**config.mk**
```make
export PLATFORM = sky130hd
export DESIGN_NAME = cmp_add_div8
export DESIGN_NICKNAME = d
export VERILOG_FILES = /design/src/rtl/cmp_add_div8_pkg.sv /design/src/rtl/div8_seq.sv /design/src/rtl/cmp_add_div8.sv
export SDC_FILE = /design/constraint.sdc
export NUM_CORES = 1
export LEC_CHECK = 0
export ABC_AREA = 1
export CAP_MARGIN = 20
export CORE_MARGIN = 2
export CORE_UTILIZATION = 54
export DETAILED_ROUTE_END_ITERATION = 8
export PLACE_DENSITY = 0.77
export SETUP_SLACK_MARGIN = 0.15
export SYNTH_ARGS = -nofsm -noshare
export SYNTH_HDL_FRONTEND = slang
export SYNTH_SLANG_ARGS = --single-unit
```
**constraint.sdc**
```tcl
create_clock -name clk -period 2 [get_ports clk]
set_clock_uncertainty 0.15 [all_clocks]
set_input_delay 0.6 -clock clk [delete_from_list [all_inputs] [get_ports clk]]
set_output_delay 0.6 -clock clk [all_outputs]
set_load 0.01 [all_outputs]
```
**src/rtl/cmp_add_div8_pkg.sv**
```systemverilog
// cmp_add_div8_pkg
// Shared definitions for the adder / comparator / sequential divider block.
//   DATA_W      : reference operand width of the block
//   ITER_W      : width of the divider iteration counter at DATA_W
//   div_state_e : divider control states
package cmp_add_div8_pkg;

    localparam int DATA_W = 8;
    localparam int ITER_W = $clog2(DATA_W);

    typedef enum logic {
        IDLE = 1'b0,
        RUN  = 1'b1
    } div_state_e;

endpackage

```
**src/rtl/div8_seq.sv**
```systemverilog
// div8_seq
// Restoring shift-subtract unsigned divider, one quotient bit per clock.
// Ports:
//   clk, rst_n      : clock, asynchronous active-low reset
//   start_i         : divide request, accepted only when idle
//   a_i, b_i        : dividend / divisor, captured on acceptance
//   busy_o          : divide in progress
//   done_o          : one-cycle pulse, results valid
//   quo_o, rem_o    : quotient / remainder, held until the next done
//   dbz_o           : last completed divide had a zero divisor
module div8_seq
    import cmp_add_div8_pkg::*;
#(
    parameter int WIDTH = DATA_W
) (
    input  logic             clk,
    input  logic             rst_n,
    input  logic             start_i,
    input  logic [WIDTH-1:0] a_i,
    input  logic [WIDTH-1:0] b_i,
    output logic             busy_o,
    output logic             done_o,
    output logic [WIDTH-1:0] quo_o,
    output logic [WIDTH-1:0] rem_o,
    output logic             dbz_o
);

    localparam int CNT_W = (WIDTH > 1) ? $clog2(WIDTH) : 1;
    localparam logic [CNT_W-1:0] LAST_ITER = CNT_W'(WIDTH - 1);

    div_state_e       state_q;
    logic [WIDTH-1:0] dvd_q;    // dividend shifting out, quotient shifting in
    logic [WIDTH-1:0] dvs_q;
    logic [WIDTH-1:0] acc_q;    // partial remainder
    logic [CNT_W-1:0] cnt_q;

    logic [WIDTH:0]   part_d;
    logic [WIDTH:0]   trial_d;
    logic             fits_d;
    logic [WIDTH-1:0] acc_d;
    logic [WIDTH-1:0] dvd_d;

    // One restoring step. An explicit compare is used rather than the
    // borrow bit: with a zero divisor the partial remainder is unbounded
    // and the borrow would be wrong; the compare yields quotient all ones
    // and a remainder equal to the dividend.
    always_comb begin
        part_d  = {acc_q, dvd_q[WIDTH-1]};
        trial_d = part_d - {1'b0, dvs_q};
        fits_d  = (part_d >= {1'b0, dvs_q});
        acc_d   = fits_d ? trial_d[WIDTH-1:0] : part_d[WIDTH-1:0];
        dvd_d   = {dvd_q[WIDTH-2:0], fits_d};
    end

    always_ff @(posedge clk or negedge rst_n) begin
        if (!rst_n) begin
            state_q <= IDLE;
            dvd_q   <= '0;
            dvs_q   <= '0;
            acc_q   <= '0;
            cnt_q   <= '0;
            busy_o  <= 1'b0;
            done_o  <= 1'b0;
            quo_o   <= '0;
            rem_o   <= '0;
            dbz_o   <= 1'b0;
        end else begin
            done_o <= 1'b0;
            case (state_q)
                IDLE: begin
                    if (start_i) begin
                        dvd_q   <= a_i;
                        dvs_q   <= b_i;
                        acc_q   <= '0;
                        cnt_q   <= '0;
                        busy_o  <= 1'b1;
                        state_q <= RUN;
                    end
                end
                RUN: begin
                    dvd_q <= dvd_d;
                    acc_q <= acc_d;
                    cnt_q <= cnt_q + CNT_W'(1);
                    if (cnt_q == LAST_ITER) begin
                        state_q <= IDLE;
                        busy_o  <= 1'b0;
                        done_o  <= 1'b1;
                        quo_o   <= dvd_d;
                        rem_o   <= acc_d;
                        dbz_o   <= (dvs_q == '0);
                    end
                end
                default: state_q <= IDLE;
            endcase
        end
    end

endmodule

```
**src/rtl/cmp_add_div8.sv**
```systemverilog
// cmp_add_div8
// Registered adder and unsigned comparator running every cycle, plus a
// sequential divider sharing the same operands.
// Ports:
//   clk, rst_n              : clock, asynchronous active-low reset
//   a, b                    : operands (addend / compare / dividend, divisor)
//   div_start               : divide request
//   sum, cout               : registered a+b and its carry
//   bigger, equal, smallest : registered a>b, a==b, a<b
//   div_busy, div_done      : divider in progress / one-cycle completion pulse
//   quo, rem, div_by_zero   : divider results, held until the next done
module cmp_add_div8
    import cmp_add_div8_pkg::*;
#(
    parameter int WIDTH = DATA_W
) (
    input  logic             clk,
    input  logic             rst_n,
    input  logic [WIDTH-1:0] a,
    input  logic [WIDTH-1:0] b,
    input  logic             div_start,
    output logic [WIDTH-1:0] sum,
    output logic             cout,
    output logic             bigger,
    output logic             equal,
    output logic             smallest,
    output logic             div_busy,
    output logic             div_done,
    output logic [WIDTH-1:0] quo,
    output logic [WIDTH-1:0] rem,
    output logic             div_by_zero
);

    logic [WIDTH-1:0] sum_q;
    logic             cout_q;
    logic             bigger_q;
    logic             equal_q;
    logic             smallest_q;

    always_ff @(posedge clk or negedge rst_n) begin
        if (!rst_n) begin
            sum_q      <= '0;
            cout_q     <= 1'b0;
            bigger_q   <= 1'b0;
            equal_q    <= 1'b0;
            smallest_q <= 1'b0;
        end else begin
            {cout_q, sum_q} <= {1'b0, a} + {1'b0, b};
            bigger_q        <= (a > b);
            equal_q         <= (a == b);
            smallest_q      <= (a < b);
        end
    end

    assign sum      = sum_q;
    assign cout     = cout_q;
    assign bigger   = bigger_q;
    assign equal    = equal_q;
    assign smallest = smallest_q;

    div8_seq #(
        .WIDTH (WIDTH)
    ) u_div (
        .clk     (clk),
        .rst_n   (rst_n),
        .start_i (div_start),
        .a_i     (a),
        .b_i     (b),
        .busy_o  (div_busy),
        .done_o  (div_done),
        .quo_o   (quo),
        .rem_o   (rem),
        .dbz_o   (div_by_zero)
    );

endmodule

```
==> results of run 1 <==
## repair_timing
item / CTS / global route
setup endpoints to repair: 57 / 24
gates resized for setup: 82 / 52
setup buffers: 6 / 9
pin swaps: 12 / 22
cloned: 2 / 1
## power by group through the flow
stage	logic (mW)	registers, mW	clock network (mW)
finish	5.56	2.06	1.51
global route	5.99	2.11	1.58
CTS	4.24	2.03	1.51
detailed placement	3.91	2.03	0
global placement	3.80	2.01	0
floorplan	2.53	2.05	0
## cell usage in the layout (no fill, tap or decap), drive strengths merged, types with 3 or more instances in the layout
cell type and instances:
nand3 22, buf 56, nand4 7, nand2 135
o221ai 4, clkbuf 13, xor2 7, inv 44
o21ai 14, dlymetal6s2s 4, o211ai 3, o21bai 3
ha 26, dfrtp 59, a21oi 12, nor2 16
dlygate4sd2 43, bufinv 4
## registers in the layout (all words and copies together) (netlist names), 3 cells and up
name         flops
sum              8
u_div.dvd_q      8
u_div.acc_q      8
u_div.quo_o      8
u_div.cnt_q      3
u_div.dvs_q      8
u_div.rem_o      8
## worst paths after layout
path	slack, ps	depth (start not counted)	startpoint	to
setup / recovery	-40	12	u_div.dvs_q[2]$_DFFE_PN0P_	u_div.acc_q[4]$_DFFE_PN0P_
hold / removal	90	2	rst_n	u_div.acc_q[1]$_DFFE_PN0P_
setup reg to reg	-40	12	u_div.dvs_q[2]$_DFFE_PN0P_	u_div.acc_q[4]$_DFFE_PN0P_
hold reg to reg	330	2	u_div.rem_o[1]$_DFFE_PN0P_	u_div.rem_o[1]$_DFFE_PN0P_
max in group asynchronous	1340	2	rst_n	u_div.dvd_q[3]$_DFFE_PN0P_
min in group clk	330	2	u_div.rem_o[1]$_DFFE_PN0P_	u_div.rem_o[1]$_DFFE_PN0P_
## layer usage
| layer | track usage | vias up |
|---|---|---|
| met3 | 0.0644 | 55 |
| met1 | 0.361 | 1543 |
| li1 | - | 1419 |
| met2 | 0.479 | 196 |
| met5 | 0 | - |
| met4 | 0.146 | 0 |
## area by class of cell
cell class	instances	area, um^2
tap	75	93.8
inverter	45	169
sequential	59	1480
timing repair buffer	105	917
fill	320	951
clock buffer	12	155
multi-input combinational	263	1930
clock inverter	4	120
## kinds of logic after synthesis
group,count (synthesis),synth area share
xor gates and xnor gates,9,0.0247
AOI/OAI and AO/OA,41,0.0815
adders and majority gates,28,0.114
DFF,59,0.462
and+or+nand+nor,183,0.253
buffers and inverters,53,0.0646
## stage by stage
stage / power, mW / area [um^2]
after floorplan: 4.58 / 3200
after global placement: 5.81 / 4080
after detailed placement: 5.94 / 4080
after CTS: 7.78 / 4570
after global routing: 9.68 / 4860
final: 9.14 / 4860
==> run_results.csv, run 1 <==
group,metric,value,unit
placement,dpl.hpwl,5780,um
grt,grt_max_degree,60,
synthesis,synth-seq-cells,59,
floorplanning,dieArea,0.00655,mm^2
sta,tightest_slew,491,ps
finish,fin_nets,530,
critical_path,endpoint_kind,"flop",
floorplanning,dieHeight,80.9,um
clock_network,cts_buffers,9,
critical_path,crit_chain,"inv_2, ha_4, nand2_1, nand2_1, nand2_2, nand3_4, buf_4, nand2_4, nand3_1, nand2_2, nand2_1, nand2_1",
clock_network,clk_path_buf_depth,2,
synthesis,synth_edf_count,0,
critical_path,cp_common_cell,"nand2_1",
critical_path,crit_fanout,5,
pwr,pwr-share-comb,0.609,
sta,grt_setup_unrepaired,"yes",
placement,dp_slack,-474,ps
synthesis,synth_top_area_share,0.462,
floorplanning,io_pins,50,
synthesis,synth_top_flop_cell,"dfrtp_1",
floorplanning,initial_core_util,0.549,
sta,max_slew_margin,0.672,
synthesis,ys_top_cells_by_count,"nand2_1 (120), dfrtp_1 (59), inv_1 (44)",
sta,finalCriticalPeriod,2040,ps
critical_path,cp.arrival,2170,ps
clock_network,cts_hold_buf,0,
pwr,internal_power,5.05,mW
detailed_routing,drtIter0Drc,560,
placement,place_inst,529,
synthesis,synth.most_common_cell,"nand2_1",
critical_path,cp.required,2130,ps
clock_network,cts.htree.levels,3,
critical_path,slowest_stage,"dfrtp_1",
clock_network,clk_pin_slew,60,ps
finish,drive_above_1_share,0.330,
pwr,clkPwrFrac,0.165,
sta,slew_violations,0,
clock_network,clk_latency,340,ps
sta,hold_viol,0,
synthesis,netlist_area,0.00319,mm^2
grt,grt_usage,0.291,
pwr,p_leak,2.50,nW
clock_network,cts_sinks,59,
synthesis,avgSynthCellArea,8.56,um^2
synthesis,async_flop_share,1.00,
detailed_routing,top_layer_used,"met4",
pwr,p_per_area,1880,mW/mm^2
critical_path,max_stage_delay,420,ps
grt,grt_antenna_before_repair,0,
detailed_routing,routedWlPerCell,17.9,um
finish,n_antenna_cell,0,
detailed_routing,ant_nets,0,
critical_path,critPathTopFamily,"simple AND/OR/NAND/NOR gates",
pwr,vdd_drop_max,0.00136,V
detailed_routing,wl_met3,794,um
placement,place_congestion,1.04,
critical_path,critPathBufInv,2,
clock_network,cts_tree,"yes",
detailed_routing,vias_per_cell,5.71,
synthesis,synth-seq-area-share,0.462,
detailed_routing,totalWireLength,10100,um
pwr,netSwitchingFraction,0.447,
floorplanning,core-area,0.00582,mm^2
sta,setup_violations,7,
flow_run,cap_violations,0,
sta,period_share,1.02,
detailed_routing,dr.pass1.iters,5,
synthesis,synth_nets,420,
status,violations,"negative setup slack",
synthesis,syn_inst,373,
grt,grt_pass1_vias,3079,
pwr,seqPwrFrac,0.226,
finish,utilization,0.836,
sta,fin_ws,-40.7,ps
detailed_routing,via_count,3213,
synthesis,synth_cell_types,31,
synthesis,synthTopCellsByArea,"dfrtp_1 (46%), nand2_1 (14%), ha_1 (10%)",
sta,hold_slack,92.5,ps
critical_path,worst_setup_path_start_kind,"flop",
synthesis,synth_warnings,0,
sta,fin_setup_tns,-112,ps
status,status,"complete, but fails checks",
hold_path,min_path_type,"in2async",
finish,syn_to_final_growth,52.3,%
pwr,switchingPower,4.09,mW
finish,fin_cells,563,
detailed_routing,wl_met1,3820,um
grt,grt_remaining_overflow,0,
sta,max_freq,490,MHz
grt,grt_pass1_wl,14200,um
floorplanning,die_w,80.9,um
critical_path,crit_type,"reg2reg",
detailed_routing,drc,0,
synthesis,synth_area_leader_cell,"dfrtp_1",
placement,port_buffers,49,
clock_network,cts-root-buf,"clkbuf_8",
detailed_routing,wl_met2,4940,um
floorplanning,num_rows,28,
(Power assumes the default switching activity.)
==> run 2, diff against run 1 <==
CELL_PAD_IN_SITES_DETAIL_PLACEMENT = 1   (was default)
CELL_PAD_IN_SITES_GLOBAL_PLACEMENT = 2   (was default)
CORE_UTILIZATION = 32   (was 54)
PLACE_DENSITY = 0.76   (was 0.77)
==> run 2 against run 1 <==
Compared with the run above: the run now ends clean; sequential share of layout area down 1.0 points; die area up 65%; critical endpoint is now u_div.rem_o[3]$_DFFE_PN0P_; critical path depth down 1; non-clock buffer count up 17; fmax up 5.9%; critical path type unchanged; worst setup slack better by 110 ps; clock-buffer cell count down 3; worst hold slack better by 21 ps; wire length up 2.0%; utilization down 32 points.
==> run_results.csv, run 2 (synthesized netlist as in run 1, its figures left out) <==
group,metric,value,unit
floorplanning,dieHeight,104,um
clock_network,cts-root-buf,"clkbuf_8",
critical_path,r2r_slack,70,ps
finish,layout_commonest_cell,"nand2_1",
critical_path,crit_fanout,7,
detailed_routing,routedWlPerCell,16.1,um
detailed_routing,drc,0,
sta,max_freq,519,MHz
finish,utilization,0.518,
sta,tightest_slew,554,ps
pwr,pwr-share-comb,0.638,
detailed_routing,ant_nets,0,
grt,grt_max_degree,60,
grt,grt_usage,0.195,
critical_path,endpoint_kind,"flop",
pwr,seqPwrFrac,0.226,
clock_network,cts_buffers,9,
finish,n_antenna_cell,0,
sta,finalCriticalPeriod,1930,ps
grt,grt_remaining_overflow,0,
finish,syn_to_final_growth,57.9,%
floorplanning,num_rows,36,
placement,place_inst,601,
pwr,switchingPower,4.03,mW
floorplanning,initial_core_util,0.328,
finish,drive_above_1_share,0.383,
critical_path,crit_type,"reg2reg",
floorplanning,die_w,104,um
critical_path,reg2reg_to,"u_div.rem_o[3]$_DFFE_PN0P_",
status,status,"complete, no violations",
pwr,clkPwrFrac,0.136,
detailed_routing,drtIter0Drc,73,
placement,dp_slack,-473,ps
sta,hold_viol,0,
floorplanning,io_pins,50,
detailed_routing,vias_per_cell,4.67,
critical_path,cp.required,2070,ps
grt,grt_pass1_vias,3238,
pwr,p_leak,2.52,nW
clock_network,cts_hold_buf,0,
pwr,vdd_drop_max,0.000578,V
pwr,netSwitchingFraction,0.443,
detailed_routing,totalWireLength,10300,um
placement,place_congestion,0.804,
critical_path,r2r_cells,11,
floorplanning,dieArea,0.0108,mm^2
pwr,p_per_area,1800,mW/mm^2
placement,port_buffers,49,
grt,grt_pass1_wl,16700,um
clock_network,clk_path_buf_depth,2,
clock_network,cts_sinks,59,
detailed_routing,via_count,2972,
sta,period_share,0.963,
sta,fin_ws,73.4,ps
sta,grt_setup_unrepaired,"yes",
sta,slew_violations,0,
grt,grt_antenna_before_repair,0,
floorplanning,core-area,0.00973,mm^2
critical_path,rr_startpoint,"u_div.acc_q[3]$_DFFE_PN0P_",
critical_path,worst_setup_path_start_kind,"flop",
flow_run,cap_violations,0,
pwr,finalPower,9.09,mW
sta,setup_violations,0,
sta,max_slew_margin,0.630,
hold_path,min_path_type,"in2async",
pwr,internal_power,5.06,mW
clock_network,cts.htree.levels,3,
detailed_routing,dr.pass1.iters,4,
clock_network,clk_latency,330,ps
clock_network,cts_tree,"yes",
finish,fin_nets,546,
sta,fin_setup_tns,0,ps
clock_network,clk_pin_slew,70,ps
critical_path,cp.arrival,1990,ps
placement,dpl.hpwl,7020,um
finish,fin_cells,637,
finish,layout_common_cells,"nand2_1 (99), buf_4 (66), dfrtp_1 (57), dlygate4sd2_1 (46), nand2_2 (26)",
## run 2: changes by cell type in the layout (fill, tap and decap cells not counted), moves of 3 or more
cell,previous run,this run
inv_1,29,25
nand3_4,1,4
clkinv_4,0,3
buf_4,52,66
dlygate4sd2_1,43,46
inv_2,15,19
nand2_4,9,6
nand2_2,22,26
nand3_1,15,10
dlymetal6s2s_1,4,0
buf_6,0,4
## run 2: per-stage QoR
stage / area [um^2] / hold WS, ps
3_3_place_gp: 4240 / 312
2_1_floorplan: 3200 / 154
4_1_cts: 4830 / 120
6_report: 5040 / 114
5_1_grt: 5040 / 127
3_5_place_dp: 4240 / 321
## run 2: layout make-up
type                    instances  area [um^2]
fillers                      1153         4690
multi-input cells             262         1980
flip-flops and latches         59         1480
repair buffers                122         1020
inverters                      45          169
well taps                     133          166
clock buffers                   9          124
clock inverters                 7          100
## run 2: layer usage
layer  vias to the layer above  global-route usage  part of all wire
li1                       1447                   -                 -
met2                        47               0.328              0.50
met4                         0              0.0685             0.019
met1                      1462               0.256              0.46
met5                         -                   0                 0
met3                        16              0.0301             0.022
## run 2: what timing repair did
| action | CTS | global route |
|---|---|---|
| gates cloned | 1 | 0 |
| pin swaps | 30 | 19 |
| endpoints found under the setup margin | 57 | 25 |
| resized for setup | 117 | 39 |
| setup buffers | 13 | 6 |
## run 2: worst max-delay path by stage
stage | from | end | slack, ps | depth (start not counted)
6_report | u_div.acc_q[3]$_DFFE_PN0P_ | u_div.rem_o[3]$_DFFE_PN0P_ | 70 | 11
2_1_floorplan | a[0] | cout$_DFF_PN0_ | 200 | 6
3_5_place_dp | b[2] | sum[7]$_DFF_PN0_ | -470 | 9
5_1_grt | u_div.acc_q[3]$_DFFE_PN0P_ | u_div.rem_o[3]$_DFFE_PN0P_ | -30 | 11
3_3_place_gp | b[5] | bigger$_DFF_PN0_ | -410 | 8
4_1_cts | u_div.dvd_q[7]$_DFFE_PN0P_ | u_div.rem_o[2]$_DFFE_PN0P_ | 130 | 10
## run 2: power groups by stage
stage	logic [mW]	clock network [mW]	registers [mW]
2_1_floorplan	2.53	0	2.05
6_report	5.80	1.24	2.06
4_1_cts	5.10	1.27	2.05
5_1_grt	6.36	1.32	2.12
3_5_place_dp	4.36	0	2.04
3_3_place_gp	4.25	0	2.02
## run 2: critical path: stages, from the launching register on
cell     delay [ps]
dfrtp_1         440
ha_4            330
nand2_4          70
nor2_1          110
nand2_1         120
nand3_4         110
nand2_8         110
buf_6           160
nand3_4          60
nand2_4          50
nand2_1          60
nand2_1          50
==> run 3, diff against run 2 <==
CAP_MARGIN = 10   (was 20)
CORE_UTILIZATION = 25   (was 32)
PLACE_DENSITY = 0.61   (was 0.76)
clock period = 2.5 ns   (was 2 ns; I/O delays follow)
==> run 3 against run 2 <==
Compared with the run above: global-route usage is 4.9 points lower; sequential power is 20% lower; worst setup slack better by 130 ps; utilization is 16 points lower; clock power is 9.7% higher; final cell count stayed put; sequential share of layout area is 3.6 points higher; design area is 11% lower; clock-buffer cell count is 3 higher; power is 34% lower; critical endpoint is now bigger$_DFF_PN0_; largest power group unchanged; highest routed layer unchanged.
==> run_results.csv, run 3 (synthesized netlist as in run 1, its figures left out) <==
group,metric,value,unit
detailed_routing,drtIter0Drc,85,
finish,layout_commonest_cell,"nand2_1",
pwr,p_per_area,1340,mW/mm^2
sta,max_freq,436,MHz
clock_network,clk_latency,320,ps
finish,drive_above_1_share,0.151,
grt,grt_max_degree,33,
floorplanning,dieArea,0.0137,mm^2
critical_path,cp.arrival,2350,ps
grt,grt_pass1_vias,2939,
critical_path,crit_chain,"clkdlybuf4s50_1, inv_1, ha_1, a21oi_1, nor2_1, a211oi_1, buf_4, nor2b_1, nor2_1",
sta,fin_ws,207,ps
sta,grt_setup_unrepaired,"no",
finish,layout_common_cells,"nand2_1 (119), dfrtp_1 (59), clkdlybuf4s50_1 (47), inv_1 (44), buf_4 (34)",
clock_network,cts_hold_buf,0,
detailed_routing,dr.pass1.iters,4,
placement,place_area,0.00413,mm^2
finish,fin_nets,507,
finish,syn_to_final_growth,40.4,%
sta,period_share,0.917,
critical_path,endpoint_kind,"flop",
hold_path,min_path_type,"in2async",
critical_path,slowest_stage,"clkdlybuf4s50_1",
pwr,vdd_drop_max,0.000341,V
finish,n_antenna_cell,0,
detailed_routing,vias_per_cell,4.29,
grt,grt_antenna_before_repair,0,
clock_network,cts-root-buf,"clkbuf_16",
detailed_routing,routedWlPerCell,14.3,um
floorplanning,die_w,117,um
sta,hold_viol,0,
floorplanning,initial_core_util,0.254,
clock_network,cts_sinks,59,
sta,slew_violations,0,
placement,place_congestion,0.799,
grt,grt_pass1_wl,15300,um
pwr,p_leak,2.24,nW
detailed_routing,totalWireLength,9120,um
finish,fin_area,0.00449,mm^2
clock_network,cts_buffers,9,
critical_path,critPathBufInv,3,
critical_path,r2r_slack,410,ps
grt,grt_remaining_overflow,0,
detailed_routing,ant_nets,0,
detailed_routing,via_count,2731,
floorplanning,core-area,0.0126,mm^2
critical_path,worst_setup_path_start_kind,"input port",
placement,dp_slack,-145,ps
critical_path,cp_common_cell,"nor2_1",
clock_network,cts_tree,"yes",
pwr,finalPower,6.03,mW
placement,dpl.hpwl,7200,um
sta,fin_setup_tns,0,ps
clock_network,clk_pin_slew,50,ps
status,status,"complete, no violations",
critical_path,critPathTopFamily,"buffers and inverters",
critical_path,crit_type,"in2reg",
floorplanning,io_pins,50,
floorplanning,dieHeight,117,um
critical_path,crit_fanout,2,
floorplanning,num_rows,41,
clock_network,cts.htree.levels,3,
sta,setup_violations,0,
sta,finalCriticalPeriod,2290,ps
sta,max_slew_margin,0.570,
sta,tightest_slew,644,ps
critical_path,max_stage_delay,500,ps
placement,port_buffers,49,
grt,grt_usage,0.146,
flow_run,cap_violations,0,
clock_network,clk_path_buf_depth,2,
critical_path,cp.required,2560,ps
detailed_routing,drc,0,
## run 3: cell count changes in the layout (fill, tap and decap cells not counted), sizes merged, moves of 3 or more
cell / change
clkinv: -3
clkbuf: +3
dlygate4sd2: -46
buf: -38
clkdlybuf4s50: +46
## run 3: cell type report
class / instances / area, um^2
Timing Repair Buffer: 84 / 763
Sequential cell: 59 / 1480
Inverter: 45 / 169
Tap cell: 172 / 215
Clock buffer: 12 / 256
Clock inverter: 4 / 72.6
Multi-Input combinational cell: 261 / 1530
Fill cell: 1483 / 8080
## run 3: metrics by stage
stage	util	cells	hold WS [ps]
floorplan	-	373	303
global placement	0.329	621	316
detailed placement	0.329	621	315
CTS	0.355	637	205
global route	0.357	637	209
finish	0.357	637	203
## run 3: per-layer routing
metal / track usage / wire [um] / vias up
li1: - / - / 1369
met1: 0.191 / 4390 / 1304
met2: 0.244 / 4340 / 50
met3: 0.0304 / 279 / 8
met4: 0.0455 / 108 / 0
met5: 0 / 0 / -
## run 3: worst paths after layout
path,startpoint,endpoint,cells past startpoint
worst max-delay path,b[5],bigger$_DFF_PN0_,9
worst min-delay path,rst_n,u_div.acc_q[5]$_DFFE_PN0P_,1
worst max register to register,u_div.acc_q[5]$_DFFE_PN0P_,u_div.acc_q[6]$_DFFE_PN0P_,11
worst min register to register,u_div.rem_o[2]$_DFFE_PN0P_,u_div.rem_o[2]$_DFFE_PN0P_,2
max in group asynchronous,rst_n,u_div.cnt_q[1]$_DFFE_PN0P_,2
min in group clk,u_div.rem_o[2]$_DFFE_PN0P_,u_div.rem_o[2]$_DFFE_PN0P_,2
## run 3: where the power goes
group / internal (mW) / switching, mW
clock: 0.925 / 0.431
combinational: 1.25 / 1.78
sequential: 1.37 / 0.282
total: 3.54 / 2.49
## run 3: worst reg2reg max path: stages, from the launching register on
cell and delay [ps]:
dfrtp_1 420, ha_1 390, nand2_1 90, nand2_1 60, nand2_1 60, nand2_1 80, a21oi_4 330, nand2_8 140
nand2_2 90, nand2_2 60, nand2_1 60, nand2_1 60
## run 3: what timing repair did
| action | CTS | global route |
|---|---|---|
| setup buffers | 0 | 0 |
| resized for setup | 0 | 5 |
| setup endpoints to repair | 0 | 2 |
